===== src/rtl/feature_fetch_engine.sv =====
// Burst fetch engine: streams COUNT beats from external memory into one of NUM_BUF
// on-chip buffers, with bounded outstanding reads and a strided destination address.
module feature_fetch_engine #(
    parameter int DATA_W     = 128,
    parameter int SRC_AW     = 32,
    parameter int DST_AW     = 15,
    parameter int CNT_W      = 8,
    parameter int NUM_BUF    = 2,
    parameter int MAX_OUTST  = 4,
    parameter int SRC_OFFSET = 0
) (
    input  logic              clk,
    input  logic              rst,
    input  logic              cmd_valid,
    output logic              cmd_ready,
    input  logic [SRC_AW-1:0] cmd_src,
    input  logic [DST_AW-1:0] cmd_dst,
    input  logic [DST_AW-1:0] cmd_stride,
    input  logic [CNT_W-1:0]  cmd_count,
    input  logic [7:0]        cmd_buf,
    output logic              rd_req,
    output logic [SRC_AW-1:0] rd_addr,
    input  logic              rd_gnt,
    input  logic              rd_valid,
    input  logic [DATA_W-1:0] rd_data,
    output logic              wr_en,
    output logic [DST_AW-1:0] wr_addr,
    output logic [DATA_W-1:0] wr_data,
    output logic [NUM_BUF-1:0] wr_sel,
    output logic              busy,
    output logic              done,
    output logic              err
);

    localparam logic [8:0] NUM_BUF_W = 9'(NUM_BUF);
    localparam logic [3:0] MAX_OUTST_W = 4'(MAX_OUTST);

    typedef enum logic [1:0] {
        S_IDLE  = 2'd0,
        S_ISSUE = 2'd1,
        S_DRAIN = 2'd2,
        S_DONE  = 2'd3
    } state_t;

    state_t              r_state;
    logic [SRC_AW-1:0]   r_src_base;
    logic [CNT_W-1:0]    r_count;
    logic [CNT_W-1:0]    r_issued;
    logic [CNT_W-1:0]    r_returned;
    logic [3:0]          r_outst;
    logic [DST_AW-1:0]   r_stride;
    logic [DST_AW-1:0]   r_dst_acc;
    logic                r_wr_en;
    logic [DST_AW-1:0]   r_wr_addr;
    logic [DATA_W-1:0]   r_wr_data;
    logic [NUM_BUF-1:0]  r_wr_sel;
    logic                r_err;

    logic                w_accept;
    logic                w_rd_req;
    logic                w_grant;
    logic                w_last_grant;
    logic                w_beat_ok;
    logic                w_beat_bad;
    logic                w_buf_bad;
    logic [NUM_BUF-1:0]  w_sel_onehot;

    // Out-of-range buffer indices decode to an all-zero select.
    genvar gi;
    generate
        for (gi = 0; gi < NUM_BUF; gi++) begin : g_sel
            assign w_sel_onehot[gi] = (cmd_buf == 8'(gi));
        end
    endgenerate

    assign w_buf_bad    = ({1'b0, cmd_buf} >= NUM_BUF_W);
    assign w_accept     = cmd_valid && (r_state == S_IDLE);
    // Only registered state feeds the request, so it stays put until granted.
    assign w_rd_req     = (r_state == S_ISSUE) && (r_issued < r_count) && (r_outst < MAX_OUTST_W);
    assign w_grant      = w_rd_req && rd_gnt;
    assign w_last_grant = w_grant && ((r_issued + CNT_W'(1)) == r_count);
    assign w_beat_ok    = rd_valid && (r_outst != 4'd0);
    assign w_beat_bad   = rd_valid && (r_outst == 4'd0);

    always_ff @(posedge clk) begin
        if (rst) begin
            r_state    <= S_IDLE;
            r_src_base <= '0;
            r_count    <= '0;
            r_issued   <= '0;
            r_returned <= '0;
            r_outst    <= '0;
            r_stride   <= '0;
            r_dst_acc  <= '0;
            r_wr_en    <= 1'b0;
            r_wr_addr  <= '0;
            r_wr_data  <= '0;
            r_wr_sel   <= '0;
            r_err      <= 1'b0;
        end else begin
            r_wr_en <= w_beat_ok;
            if (w_beat_ok) begin
                r_wr_data  <= rd_data;
                r_wr_addr  <= r_dst_acc;
                r_dst_acc  <= r_dst_acc + r_stride;
                r_returned <= r_returned + CNT_W'(1);
            end

            case ({w_grant, w_beat_ok})
                2'b10:   r_outst <= r_outst + 4'd1;
                2'b01:   r_outst <= r_outst - 4'd1;
                default: r_outst <= r_outst;
            endcase

            if (w_grant) begin
                r_issued <= r_issued + CNT_W'(1);
            end

            if (w_beat_bad) begin
                r_err <= 1'b1;
            end

            case (r_state)
                S_IDLE: begin
                    if (w_accept) begin
                        r_src_base <= cmd_src + SRC_AW'(SRC_OFFSET);
                        r_count    <= cmd_count;
                        r_issued   <= '0;
                        r_returned <= '0;
                        r_stride   <= cmd_stride;
                        r_dst_acc  <= cmd_dst;
                        r_wr_sel   <= w_sel_onehot;
                        r_err      <= w_buf_bad || w_beat_bad;
                        r_state    <= (cmd_count == '0) ? S_DONE : S_ISSUE;
                    end
                end
                S_ISSUE: begin
                    if (w_last_grant) begin
                        r_state <= S_DRAIN;
                    end
                end
                S_DRAIN: begin
                    // r_wr_en here is the write of the beat that completed the count.
                    if (r_wr_en && (r_returned == r_count)) begin
                        r_state <= S_DONE;
                    end
                end
                S_DONE: begin
                    r_state <= S_IDLE;
                end
                default: r_state <= S_IDLE;
            endcase
        end
    end

    assign cmd_ready = (r_state == S_IDLE);
    assign busy      = (r_state != S_IDLE);
    assign done      = (r_state == S_DONE);
    assign rd_req    = w_rd_req;
    assign rd_addr   = r_src_base + SRC_AW'(r_issued);
    assign wr_en     = r_wr_en;
    assign wr_addr   = r_wr_addr;
    assign wr_data   = r_wr_data;
    assign wr_sel    = r_wr_sel;
    assign err       = r_err;

endmodule

===== config.mk =====
export PLATFORM = sky130hd
export DESIGN_NAME = feature_fetch_engine
export DESIGN_NICKNAME = d
export VERILOG_FILES = /design/src/rtl/feature_fetch_engine.sv
export SDC_FILE = /design/constraint.sdc
export NUM_CORES = 1
export LEC_CHECK = 0
export CORE_MARGIN = 2
export CORE_UTILIZATION = 45
export DETAILED_ROUTE_END_ITERATION = 8
export GPL_TIMING_DRIVEN = 0
export PLACE_DENSITY = 0.85
export SLEW_MARGIN = 20
export SYNTH_ARGS = -nofsm -noshare
export SYNTH_HDL_FRONTEND = slang
export SYNTH_SLANG_ARGS = --single-unit

===== constraint.sdc =====
create_clock -name clk -period 3.45 [get_ports clk]
set_input_delay 0.69 -clock clk [delete_from_list [all_inputs] [get_ports clk]]
set_output_delay 0.69 -clock clk [all_outputs]
set_load 0.05 [all_outputs]

After elaboration in Yosys (flattened, before gate mapping)
Cells that the tools add are included.
{"block": "op_classes", "addsub": 6, "magnitude_cmp": 3, "n_eq_ne": 11, "n_mux": 18, "reduce_logical": 18}
{"operator": "2-to-1 mux 8 bit", "count": 6}
{"operator": "2-to-1 mux 15 bit", "count": 3}
{"operator": "adder 32 x 8 -> 32 bit", "count": 1}
{"operator": "adder 8 x 1 -> 8 bit (second input constant)", "count": 2}
{"operator": "== test 8 bit", "count": 2}
{"operator": "zero test 8 bit", "count": 2}
{"operator": "adder 15 bit", "count": 1}
{"operator": "== test 8 x 1 -> 1 bit (second input constant)", "count": 1}
{"operator": "greater-or-equal comparator 8 x 2 -> 1 bit (second input constant)", "count": 1}
{"operator": "logical AND 1 bit", "count": 8}
{"operator": "less-than comparator 8 bit", "count": 1}
{"operator": "2-to-1 mux 2 bit", "count": 4}
{"operator": "case mux 2 bit (4 select lines)", "count": 1}
{"operator": "case mux 4 bit (2 select lines)", "count": 1}
{"operator": "== test 2 bit (second input constant)", "count": 3}
{"operator": "adder 4 x 1 -> 4 bit (second input constant)", "count": 1}
{"operator": "== test 2 x 1 -> 1 bit (second input constant)", "count": 2}
{"operator": "zero test 4 bit", "count": 1}
{"operator": "less-than comparator 4 x 3 -> 1 bit (second input constant)", "count": 1}
{"operator": "inequality test 2 bit (second input constant)", "count": 2}
{"operator": "nonzero test 2 bit", "count": 2}
{"operator": "nonzero test 4 bit", "count": 1}
{"operator": "subtractor 4 x 1 -> 4 bit (second input constant)", "count": 1}
{"operator": "2-to-1 mux 1 bit", "count": 3}
{"operator": "5 further kinds", "count": 5}
{"block": "totals", "ff_bits": 239, "output_inout_bits": 183, "wordCells": 69}

Longest topological paths before layout
Gate-level depths: netlist (run 1).
{"block": "logic_depth", "word_depth": 7, "depth_mapped": 14, "depth_no_buf": 13}

Worst setup path before layout (run 1)
OpenSTA, ideal clock, no wires.
{"block": "synth_path", "path_type": "reg2out", "startpoint": "register r_issued[0]", "endpoint": "output port rd_addr[26]", "t_arrival_ps": 2864, "required_ps": 2760, "setup_slack_ps": -104, "path_stages_with_launch": 12, "path_buffers": 1, "cell_sequence": "dfxtp_1 ha_1 inv_1 fa_1 nor2b_1 o21ai_1 a21boi_1 o21ai_1 a21oi_1 clkbuf_1 nand3_1 xnor2_1"}
{"block": "synth_between", "elab_chain_len": 1}
{"element": "start, declared", "line_no": "48", "rtl": "logic [CNT_W-1:0] r_issued;"}
{"element": "start signal, assigned", "line_no": "116", "rtl": "r_issued <= r_issued + CNT_W'(1);"}
{"element": "adder 32 x 8 -> 32 bit", "line_no": "160", "rtl": "assign rd_addr = r_src_base + SRC_AW'(r_issued);"}
{"element": "end, declared", "line_no": "22", "rtl": "output logic [SRC_AW-1:0] rd_addr,"}
No other way between the ends.

Worst setup path after layout (run 1)
{"block": "layout_path", "startpoint": "register r_src_base[0]", "endpoint": "output port rd_addr[18]"}
{"block": "layout_between", "elab_chain_len": 1}
{"element": "start, declared", "line_no": "46", "rtl": "logic [SRC_AW-1:0] r_src_base;"}
{"element": "start signal, assigned", "line_no": "126", "rtl": "r_src_base <= cmd_src + SRC_AW'(SRC_OFFSET);"}
{"element": "adder 32 x 8 -> 32 bit", "line_no": "160"}
No other way between the ends.

==> qor.tcl, run 1 <==
set qor(cts_max_level) 1
set qor(cp-end-kind) {primary output}
set qor(timing.setup.critical_path_class) {register to primary output}
set qor(synth_top_area_share_pct) 45.2
set qor(gr-usage-all-layers_pct) 28.6
set qor(cellLeakagePower_nw) 5.95
set qor(global_route.overflow_total) 0
set qor(mappedNetlistArea_um2) 10600
set qor(timing.max_slew.rel_slack_pct) 43.0
set qor(hold_buffers) 0
set qor(post_route_cells_drive_above_1_share_pct) 7.57
set qor(first_global_vias) 10600
set qor(p_comb_share_pct) 41.1
set qor(cpMaxStageDelayCell) {sky130_fd_sc_hd__fa_2}
set qor(portBuffers) 392
set qor(die_area_um2) 24700
set qor(clk_path_buf_depth) 3
set qor(max-cap-violations) 0
set qor(final.period_utilization_pct) 102
set qor(post-synth-top-count-cell) {sky130_fd_sc_hd__nand2_1}
set qor(cts_buffers) 26
set qor(ys_ff_latch) 239
set qor(drt_iter0_drc) 669
set qor(pwr-share-clk_pct) 25.6
set qor(syn_area_per_cell_um2) 7.84
set qor(floorplan.initialDensity_pct) 45.5
set qor(wire_length_of_the_first_global_routing_pass_um) 55400
set qor(worstPathCellList) {ha_4 > inv_2 > fa_2 > nor2b_2 > o21ai_2 > a21boi_2 > o21ai_2 > a21oi_4 > clkbuf_8 > nand3_2 > xnor2_2 > buf_6}
set qor(status) {complete, but fails checks}
set qor(ys_top_cells_by_count) {sky130_fd_sc_hd__nand2_1, sky130_fd_sc_hd__dfxtp_1, sky130_fd_sc_hd__a21oi_1}
set qor(worst-slew-pin-transition_ps) 855
set qor(fin_ws_ps) -64.6
set qor(arrival_ps) 2820
set qor(worstSetupStartpointType) {register}
set qor(vias) 11100
set qor(chip_width_um) 157
set qor(worst_ep_required_time_ps) 2760
set qor(synth-warning-count) 0
set qor(rsz0062_at_grt) {true}
set qor(sequential_area_share_after_synthesis_pct) 45.2
set qor(tritoncts) {done}
set qor(detail_route.wl_per_cell_um) 17.8
set qor(max_freq_ghz) 0.285
set qor(power.switching_fraction_pct) 41.2
set qor(drc) 0
set qor(synth.lib_cells_used.distinct) 52
set qor(clock_latency_ps) 550
set qor(core_footprint_um2) 23300
set qor(cts.clk_slew.worst_paths_ps) 60
set qor(place.gp.congestion) 0.907
set qor(synth_top_cell_by_area) {sky130_fd_sc_hd__dfxtp_1}
set qor(wl_um) 37700
set qor(routed_via_density) 5.25
set qor(pre_repair_dr_iteration_count) 5
set qor(power_frac_seq_pct) 33.3
set qor(power.ir.vdd_worst_uv) 516
set qor(detailedPlace.worstSlack_ps) -978
set qor(drv_slew) 0
set qor(synth_async_sr_flop_share_pct) 0
set qor(switchingPower_mw) 4.48
set qor(failed_checks) {negative setup slack}
set qor(num_rows) 56
set qor(pwr_density_cell_nw_per_um2) 680
set qor(synth_enable_flop_cells) 0
set qor(hp-class) {register to register}
set qor(dp_hpwl_um) 28000
set qor(io-pin-count) 394
set qor(yosys_most_used_dff) {sky130_fd_sc_hd__dfxtp_1}
set qor(synthesis.nets) 1603
set qor(grt_antenna_before_repair) 1
set qor(crit_top_cell) {sky130_fd_sc_hd__o21ai_2}
set qor(fin_total_pwr_mw) 10.9
set qor(layout.nets) 2029
set qor(crit_path_max_fanout) 5
set qor(synthToLayoutAreaGrowth_pct) 51.4
set qor(synth_cells) 1350
set qor(power.internal_mw) 6.41
set qor(finClkSkew_ps) 19.5
set qor(cts.sinks) 239
set qor(drt.antenna.violating_nets) 0
set qor(die_y_um) 157
set qor(critPathMaxStageDelay_ps) 370
set qor(min_period_ps) 3510
set qor(finalHoldViolations) 0
set qor(pin_count_of_the_biggest_net_entering_global_routing) 29
set qor(clock-root-buffer) {sky130_fd_sc_hd__clkbuf_16}
set qor(setup-violations-final) 10
set qor(synth.top_cells.by_area) {sky130_fd_sc_hd__dfxtp_1, sky130_fd_sc_hd__nand2_1, sky130_fd_sc_hd__a21oi_1}
## registers in the layout (all words and copies together) (netlist names), 4 cells and up
register	flops
r_count	8
r_dst_acc	15
r_issued	8
r_outst	4
r_returned	8
r_src_base	32
r_stride	15
wr_addr	15
wr_data	128
## cell families after synthesis
group	count (synthesis)	synth area share, %
adder cells (fa/ha/maj)	42	5.18
flip-flops	239	45.2
multiplexers	7	0.698
buffers and inverters	109	4.32
XOR/XNOR	69	5.71
AND/OR/NAND/NOR	581	22.9
AO/OA/AOI/OAI	303	16.0
## through the flow
step,utilization (%),std cells,hold WS [ps],setup TNS [ps],cell area [um2]
2_1_floorplan,-,1350,441,0,10600
5_1_grt,68.9,2116,465,-1550,16000
4_1_cts,68.2,2110,453,-776,15900
6_report,68.9,2116,452,-417,16000
3_5_place_dp,64.3,2061,445,-11050,15000
3_3_place_gp,64.3,2061,441,-9460,15000
## cells in the final DEF (no fill, tap or decap), drive strengths merged, types with 2 or more instances in the layout
cell type        n
nand2          431
clkdlybuf4s50  363
dfxtp          239
a21oi          231
clkbuf         104
nor2            57
buf             50
xnor2           43
ha              39
xor2            26
inv             25
nand3           25
o21ai           22
and3            15
nor3            10
a311oi          10
a211oi          10
nand2b           8
a21o             8
nand4            8
nor2b            7
clkinv           7
nor4             5
o21a             4
a31oi            4
mux2i            4
or3              4
and4             4
and2             3
mux2             3
fa               3
o41ai            2
o2111ai          2
or4              2
bufinv           2
dlygate4sd2      2
o21bai           2
## critical path, delay by kind of cell (launching register included)
family          cells  cell delay (ps)
compound gates      4              590
xor+xnor            1              190
fa+ha+maj           2              510
buf+inv             3              420
flops               1              350
simple gates        2              230
## worst paths after layout
check	start	endpoint	slack, ps	cells past startpoint
min reg2reg	wr_data[64]$_SDFFE_PP0P_	wr_data[64]$_SDFFE_PP0P_	450	2
min	wr_data[64]$_SDFFE_PP0P_	wr_data[64]$_SDFFE_PP0P_	450	2
max reg2reg	r_count[5]$_SDFFE_PP0P_	r_outst[3]$_SDFFE_PP0P_	280	12
max	r_src_base[0]$_SDFFE_PP0P_	rd_addr[18]	-60	12
## area by class of cell
| class | instances | area (um2) |
|---|---|---|
| Antenna cell | 1 | 2.50 |
| Buffer | 82 | 372 |
| Clock buffer | 38 | 736 |
| Clock inverter | 10 | 118 |
| Fill cell | 1837 | 7240 |
| Inverter | 25 | 93.8 |
| Multi-Input combinational cell | 1002 | 5540 |
| Sequential cell | 239 | 4800 |
| Tap cell | 319 | 399 |
| Timing Repair Buffer | 400 | 3950 |
## layer usage
metal | track usage, % | share of wire [%] | vias up
li1 | - | - | 5347
met1 | 31.5 | 37 | 5149
met2 | 50.8 | 49 | 502
met3 | 8.62 | 10 | 109
met4 | 12.6 | 4.4 | 0
met5 | 0 | 0 | -
## power by group through the flow
stage          Sequential [mW]  Combinational (mW)  Clock [mW]
2_1_floorplan             4.64                1.84           0
3_3_place_gp              3.64                4.36           0
3_5_place_dp              3.66                4.43           0
4_1_cts                   3.61                4.44        2.83
5_1_grt                   3.68                4.75        2.94
6_report                  3.62                4.48        2.79
## timing repair
action / 4_1_cts / 5_1_grt
resized for setup: 168 / 41
pin swaps: 5 / 11
endpoints found under the setup margin: 32 / 27
setup buffers: 2 / 5
gates cloned: 1 / 0
Power figures use the tool's default switching activity.
==> run 2, diff against run 1 <==
CAP_MARGIN = 20   (was not set)
==> results of run 2 <==
Same layout as run 1: the final DEF is identical, and so are final timing and power.
==> run 3, diff against run 2 <==
SLEW_MARGIN = 0   (was 20)
clock period = 3.95 ns   (was 3.45 ns; I/O delays follow)
==> run 3 against run 2 <==
The run now ends clean. Sequential power decreased by 13%. Wire length is 2.8% lower. Global-route usage is 0.28 points lower. Hold slack hardly changed. Sequential share of layout area grew 0.53 points. Critical path depth unchanged. Die area stayed put. Clock power fell by 13%. Clock skew shrank 12 ps. Register-to-register slack gained 340 ps. Setup slack gained 170 ps. Largest power group unchanged. Highest routed layer unchanged.
==> qor.tcl, run 3 (synthesis results as in run 1) <==
set qor(status) {finished, final reports clean}
set qor(most-common-layout-cells) {sky130_fd_sc_hd__nand2_1, sky130_fd_sc_hd__clkdlybuf4s50_1, sky130_fd_sc_hd__dfxtp_1}
set qor(hp-class) {register to register}
set qor(fillerInstances) 1890
set qor(num_rows) 56
set qor(floorplan.initialDensity_pct) 45.5
set qor(final_core_utilization_pct) 67.4
set qor(power.internal_mw) 5.58
set qor(chip_width_um) 157
set qor(pwr-share-clk_pct) 25.8
set qor(dp_hpwl_um) 27500
set qor(power.switching_fraction_pct) 40.8
set qor(global_route.overflow_total) 0
set qor(cellLeakagePower_nw) 5.80
set qor(register_area_um2) 4790
set qor(vias) 11000
set qor(timing.max_slew.rel_slack_pct) 42.3
set qor(drt.antenna.violating_nets) 0
set qor(finClkSkew_ps) 7.89
set qor(hold_slack_ps) 452
set qor(clock_latency_ps) 530
set qor(p_comb_share_pct) 40.7
set qor(wire_length_of_the_first_global_routing_pass_um) 55500
set qor(hp-start) {wr_data[111]$_SDFFE_PP0P_}
set qor(critical_path.reg2reg.startpoint) {r_outst[3]$_SDFFE_PP0P_}
set qor(worst_setup_path_startpoint) {r_issued[0]$_SDFF_PP0_}
set qor(cts.sinks) 239
set qor(arrival_ps) 3050
set qor(min_period_ps) 3840
set qor(final.period_utilization_pct) 97.3
set qor(detailedPlace.worstSlack_ps) -436
set qor(power.ir.vdd_worst_uv) 398
set qor(detail_route.wl_per_cell_um) 17.4
set qor(cp-end-kind) {primary output}
set qor(fin_ws_ps) 108
set qor(wl_um) 36600
set qor(rrSetupSlack_ps) 620
set qor(clk_path_buf_depth) 3
set qor(cp-endpoint) {rd_addr[26]}
set qor(place.gp.congestion) 0.898
set qor(post_route_cells_drive_above_1_share_pct) 4.98
set qor(drv_slew) 0
set qor(drc) 0
set qor(routed_via_density) 5.21
set qor(tritoncts) {done}
set qor(clock-root-buffer) {sky130_fd_sc_hd__clkbuf_16}
set qor(power_frac_seq_pct) 33.5
set qor(synthToLayoutAreaGrowth_pct) 48.3
set qor(timing.reg2reg.worst_path_depth) 13
set qor(setup-violations-final) 0
set qor(gr-usage-all-layers_pct) 28.3
set qor(cts_max_level) 1
set qor(drt_iter0_drc) 760
set qor(first_global_vias) 10700
set qor(pwr_density_cell_nw_per_um2) 601
set qor(portBuffers) 392
set qor(pre_repair_dr_iteration_count) 5
set qor(layout.nets) 2023
set qor(timing.setup.critical_path_class) {register to primary output}
set qor(worst_ep_required_time_ps) 3160
set qor(cts.clk_slew.worst_paths_ps) 60
set qor(multi_input_comb_area_um2) 5350
set qor(hold_buffers) 0
set qor(pin_count_of_the_biggest_net_entering_global_routing) 13
set qor(cts_buffers) 26
set qor(rsz0062_at_grt) {true}
set qor(max-cap-violations) 0
set qor(r2r_end) {r_outst[3]$_SDFFE_PP0P_}
set qor(worstSetupStartpointType) {register}
set qor(core_footprint_um2) 23300
set qor(max_freq_ghz) 0.260
set qor(final_common_cell) {sky130_fd_sc_hd__nand2_1}
set qor(grt_antenna_before_repair) 2
set qor(worst-slew-pin-transition_ps) 865
set qor(largest_reg_flops) 128
set qor(switchingPower_mw) 3.85
set qor(finalHoldViolations) 0
set qor(crit_path_max_fanout) 10
set qor(die_y_um) 157
set qor(die_area_um2) 24700
set qor(io-pin-count) 394
==> run 3: routing by layer <==
metal / wire length [um] / vias to the layer above / global-route usage (%)
met5: 0 / - / 0
met4: 1440 / 0 / 10.6
met3: 2960 / 100 / 7.10
met2: 17900 / 420 / 48.7
met1: 14400 / 5122 / 34.1
li1: - / 5343 / -
==> run 3: timing repair <==
item	in CTS	in global routing
hold endpoints to repair	0	0
pin swaps	0	2
buffers inserted	0	1
endpoints found under the setup margin	25	26
resized for setup	74	38
==> run 3: power groups by stage <==
stage	Clock [mW]	Sequential (mW)	Combinational [mW]
floorplan	0	4.05	1.60
global placement	0	3.17	3.77
detailed placement	0	3.20	3.84
CTS	2.46	3.15	3.83
global route	2.56	3.21	4.09
finish	2.43	3.16	3.83
==> run 3: worst min path at each step <==
stage / endpoint / cells past startpoint
final: wr_data[111]$_SDFFE_PP0P_ / 2
after global routing: wr_data[35]$_SDFFE_PP0P_ / 2
after CTS: wr_data[110]$_SDFFE_PP0P_ / 2
after detailed placement: wr_data[110]$_SDFFE_PP0P_ / 2
after global placement: wr_data[25]$_SDFFE_PP0P_ / 2
after floorplan: r_src_base[0]$_SDFFE_PP0P_ / 2
==> run 3: metrics by stage <==
stage | area [um2] | instances | total power [mW] | TNS [ps]
final | 15700 | 2109 | 9.43 | 0
after global routing | 15700 | 2109 | 9.86 | -110
after CTS | 15700 | 2107 | 9.44 | 0
after detailed placement | 14900 | 2061 | 7.03 | -3840
after global placement | 14900 | 2061 | 6.94 | -3420
after floorplan | 10600 | 1350 | 5.65 | 0
==> run 3: critical path, cell delays in order, from the launching register on <==
cell and delay, ps:
sky130_fd_sc_hd__dfxtp_2 390, sky130_fd_sc_hd__ha_1 180, sky130_fd_sc_hd__inv_1 60, sky130_fd_sc_hd__fa_1 420, sky130_fd_sc_hd__nor2b_2 150, sky130_fd_sc_hd__o21ai_1 90
sky130_fd_sc_hd__a21boi_2 160, sky130_fd_sc_hd__o21ai_1 110, sky130_fd_sc_hd__a21oi_2 240, sky130_fd_sc_hd__buf_6 180, sky130_fd_sc_hd__nand3_1 100, sky130_fd_sc_hd__xnor2_1 150
sky130_fd_sc_hd__buf_2 290
==> run 3: cell type report <==
cell class / count / area share [%]
diodes: 2 / 0.0319
well taps: 319 / 2.54
clock buffers: 42 / 5.11
inverters: 25 / 0.598
clock inverters: 4 / 0.303
multi-input cells: 1002 / 34.1
flip-flops and latches: 239 / 30.5
repair buffers: 393 / 24.4
plain buffers: 83 / 2.34
==> RTL change (settings of run 1) <==
The parameter `DATA_W` goes from 128 to 132.
--- a/src/rtl/feature_fetch_engine.sv
+++ b/src/rtl/feature_fetch_engine.sv
@@ -2,5 +2,5 @@
 // on-chip buffers, with bounded outstanding reads and a strided destination address.
 module feature_fetch_engine #(
-    parameter int DATA_W     = 128,
+    parameter int DATA_W     = 132,
     parameter int SRC_AW     = 32,
     parameter int DST_AW     = 15,
Ports: changed (resized rd_data and wr_data); port bits go from 394 to 402. No check against the original RTL was run, so the function may have changed too.
==> RTL change against run 1 <==
The flow still finishes with violations (setup timing); maximum frequency fell by 1.7%; area after synthesis grew 1.5%; clock power increased by 14%; combinational power decreased by 1%; sequential cell count increased by 4; clock skew is 6.9 ps lower; first-iteration DRC count up 3.1%; critical path depth did not move; total power grew 3.0%; critical endpoint is now rd_addr[16]; setup slack got worse by 60 ps; hold slack gained 1.2 ps; wire length increased by 3.5%; final area increased by 2.8%.
==> RTL change: results (changes against run 1) <==
Final Skew 12.56 ps (-6.902 ps); cells after synthesis 1380 (+2.2%); met1 wire length 14.53 mm (+4.9%); sequential share of the synthesized area 0.4530 (+0.0006582); port buffer count 401 (+2.3%); last weighted congestion value of the routability-driven placer 0.9375 (+3.3%); detailed-routed wire length on met3 3.411 mm (-9.5%); Num CTS Buffers 27 (+3.8%); Setup WS pre-CTS -681.8 ps (+296.3 ps); initial antenna violation count 0 (-1); end of the critical path rd_addr[16]; number of nets at the end of the flow 2080 (+2.5%); final count of negative-setup-slack endpoints 8 (-2); leakage component of the power 6.067 nW (+1.9%); peak ir drop on the vdd network 0.4806 mV (-6.9%); fraction of layout instances using a drive strength above 1 0.08026 (+0.004536); number of inserted diodes 0 (-1); post-synthesis compound-gate area fraction 0.1665 (+0.006804); result of the run finished, violations left; final setup slack of the worst path -125.1 ps (-60.47 ps); mux share of post-synthesis cell area 0 (-0.006979); number of global-route vias before repair 11263 (+5.9%); Reg2Reg Setup Slack 250 ps (-30 ps); HPWL after detailed placement 28.49 mm (+1.7%); total detailed-routing wirelength 39.02 mm (+3.5%); Post-Synthesis Net Count 1637 (+2.1%); top cells by area in the synthesized netlist dfxtp_1 45%, nand2_1 16%, a21oi_1 11%; 1st-iter DRT viols 690 (+3.1%); pin count of the biggest net entering global routing 18 (-38%); violations in the final reports setup timing; number of fillers in the final layout 1758 (-4.3%); global-route total usage across every layer 0.2931 (+0.007024); number of distinct standard cells referenced by the synthesized netlist 57 (+9.6%); worst max-slew margin expressed relative to the limit 0.3787 (-0.05116); XOR/XNOR Fraction of Synth Area 0.05220 (-0.004937); vias per std cell 5.306 (+1.1%)
==> RTL change: cell types whose count changed after synthesis, sizes merged, moves of 5 or more <==
cell    change
a21oi       +6
and3       -10
buf         -8
clkbuf      +6
inv         +7
nand2      +21
nand3       -8
nand4       +5
o211ai      +6
xnor2       -8
==> RTL change: timing repair <==
action | 4_1_cts | 5_1_grt
hold buffers | 0 | 0
resized for setup | 176 | 37
endpoints found under the setup margin | 29 | 30
gates cloned | 1 | 0
setup buffers | 6 | 9
pin swaps | 8 | 12
==> RTL change: power by group <==
group          switching [mW]  internal [mW]  leakage, nW
logic                    2.96           1.47         3.60
registers               0.351           3.26         1.98
clock network            1.19           1.98        0.487
==> RTL change: metal layers <==
metal,vias up,global-route usage
li1,5511,-
met1,5331,0.3241
met2,508,0.5211
met3,127,0.08356
met4,0,0.1334
met5,-,0
==> RTL change: how the worst min path moves through the flow <==
stage | start | end | slack (ps) | cells past startpoint
after global routing | wr_data[51] | wr_data[51] | 470 | 2
after CTS | wr_data[115] | wr_data[115] | 450 | 2
after detailed placement | wr_data[115] | wr_data[115] | 450 | 2
after floorplan | r_src_base[0] | r_src_base[0] | 440 | 2
final | wr_data[112] | wr_data[112] | 450 | 2
after global placement | wr_sel[0] | wr_sel[0] | 440 | 2
==> RTL change: cell type report <==
cell class,instances,share of cell area
multi-input cells,1023,0.3440
flip-flops and latches,243,0.2966
repair buffers,416,0.2483
clock buffers,40,0.04885
well taps,319,0.02423
plain buffers,80,0.01967
clock inverters,10,0.01109
inverters,32,0.007293
==> RTL change: cells by family (layout without fill, tap and decap cells) <==
logic type      after synthesis  after routing
compound gates              319            319
xor+xnor                     64             64
fa+ha+maj                    42             42
buf+inv                     114            578
flops                       243            243
simple gates                598            598
==> RTL change: per-stage QoR <==
| stage | utilization | setup TNS [ps] | hold WS, ps | total power, mW |
|---|---|---|---|---|
| final | 0.7017 | -456.9 | 453.5 | 11.22 |
| after global routing | 0.7017 | -1778 | 471.0 | 11.72 |
| after CTS | 0.6941 | -477.7 | 454.6 | 11.19 |
| after detailed placement | 0.6462 | -11120 | 446.3 | 8.009 |
| after global placement | 0.6462 | -9647 | 439.0 | 7.904 |
| after floorplan | - | 0 | 440.6 | 6.416 |
==> RTL change: critical path, stage by stage, from the launching register on <==
cell	delay, ps
dfxtp_2	350
ha_4	140
inv_2	40
fa_2	340
nor2b_2	140
o211ai_1	110
a21boi_2	220
o41ai_4	110
buf_6	160
buf_6	120
nor3_4	140
xor2_2	270
buf_6	210
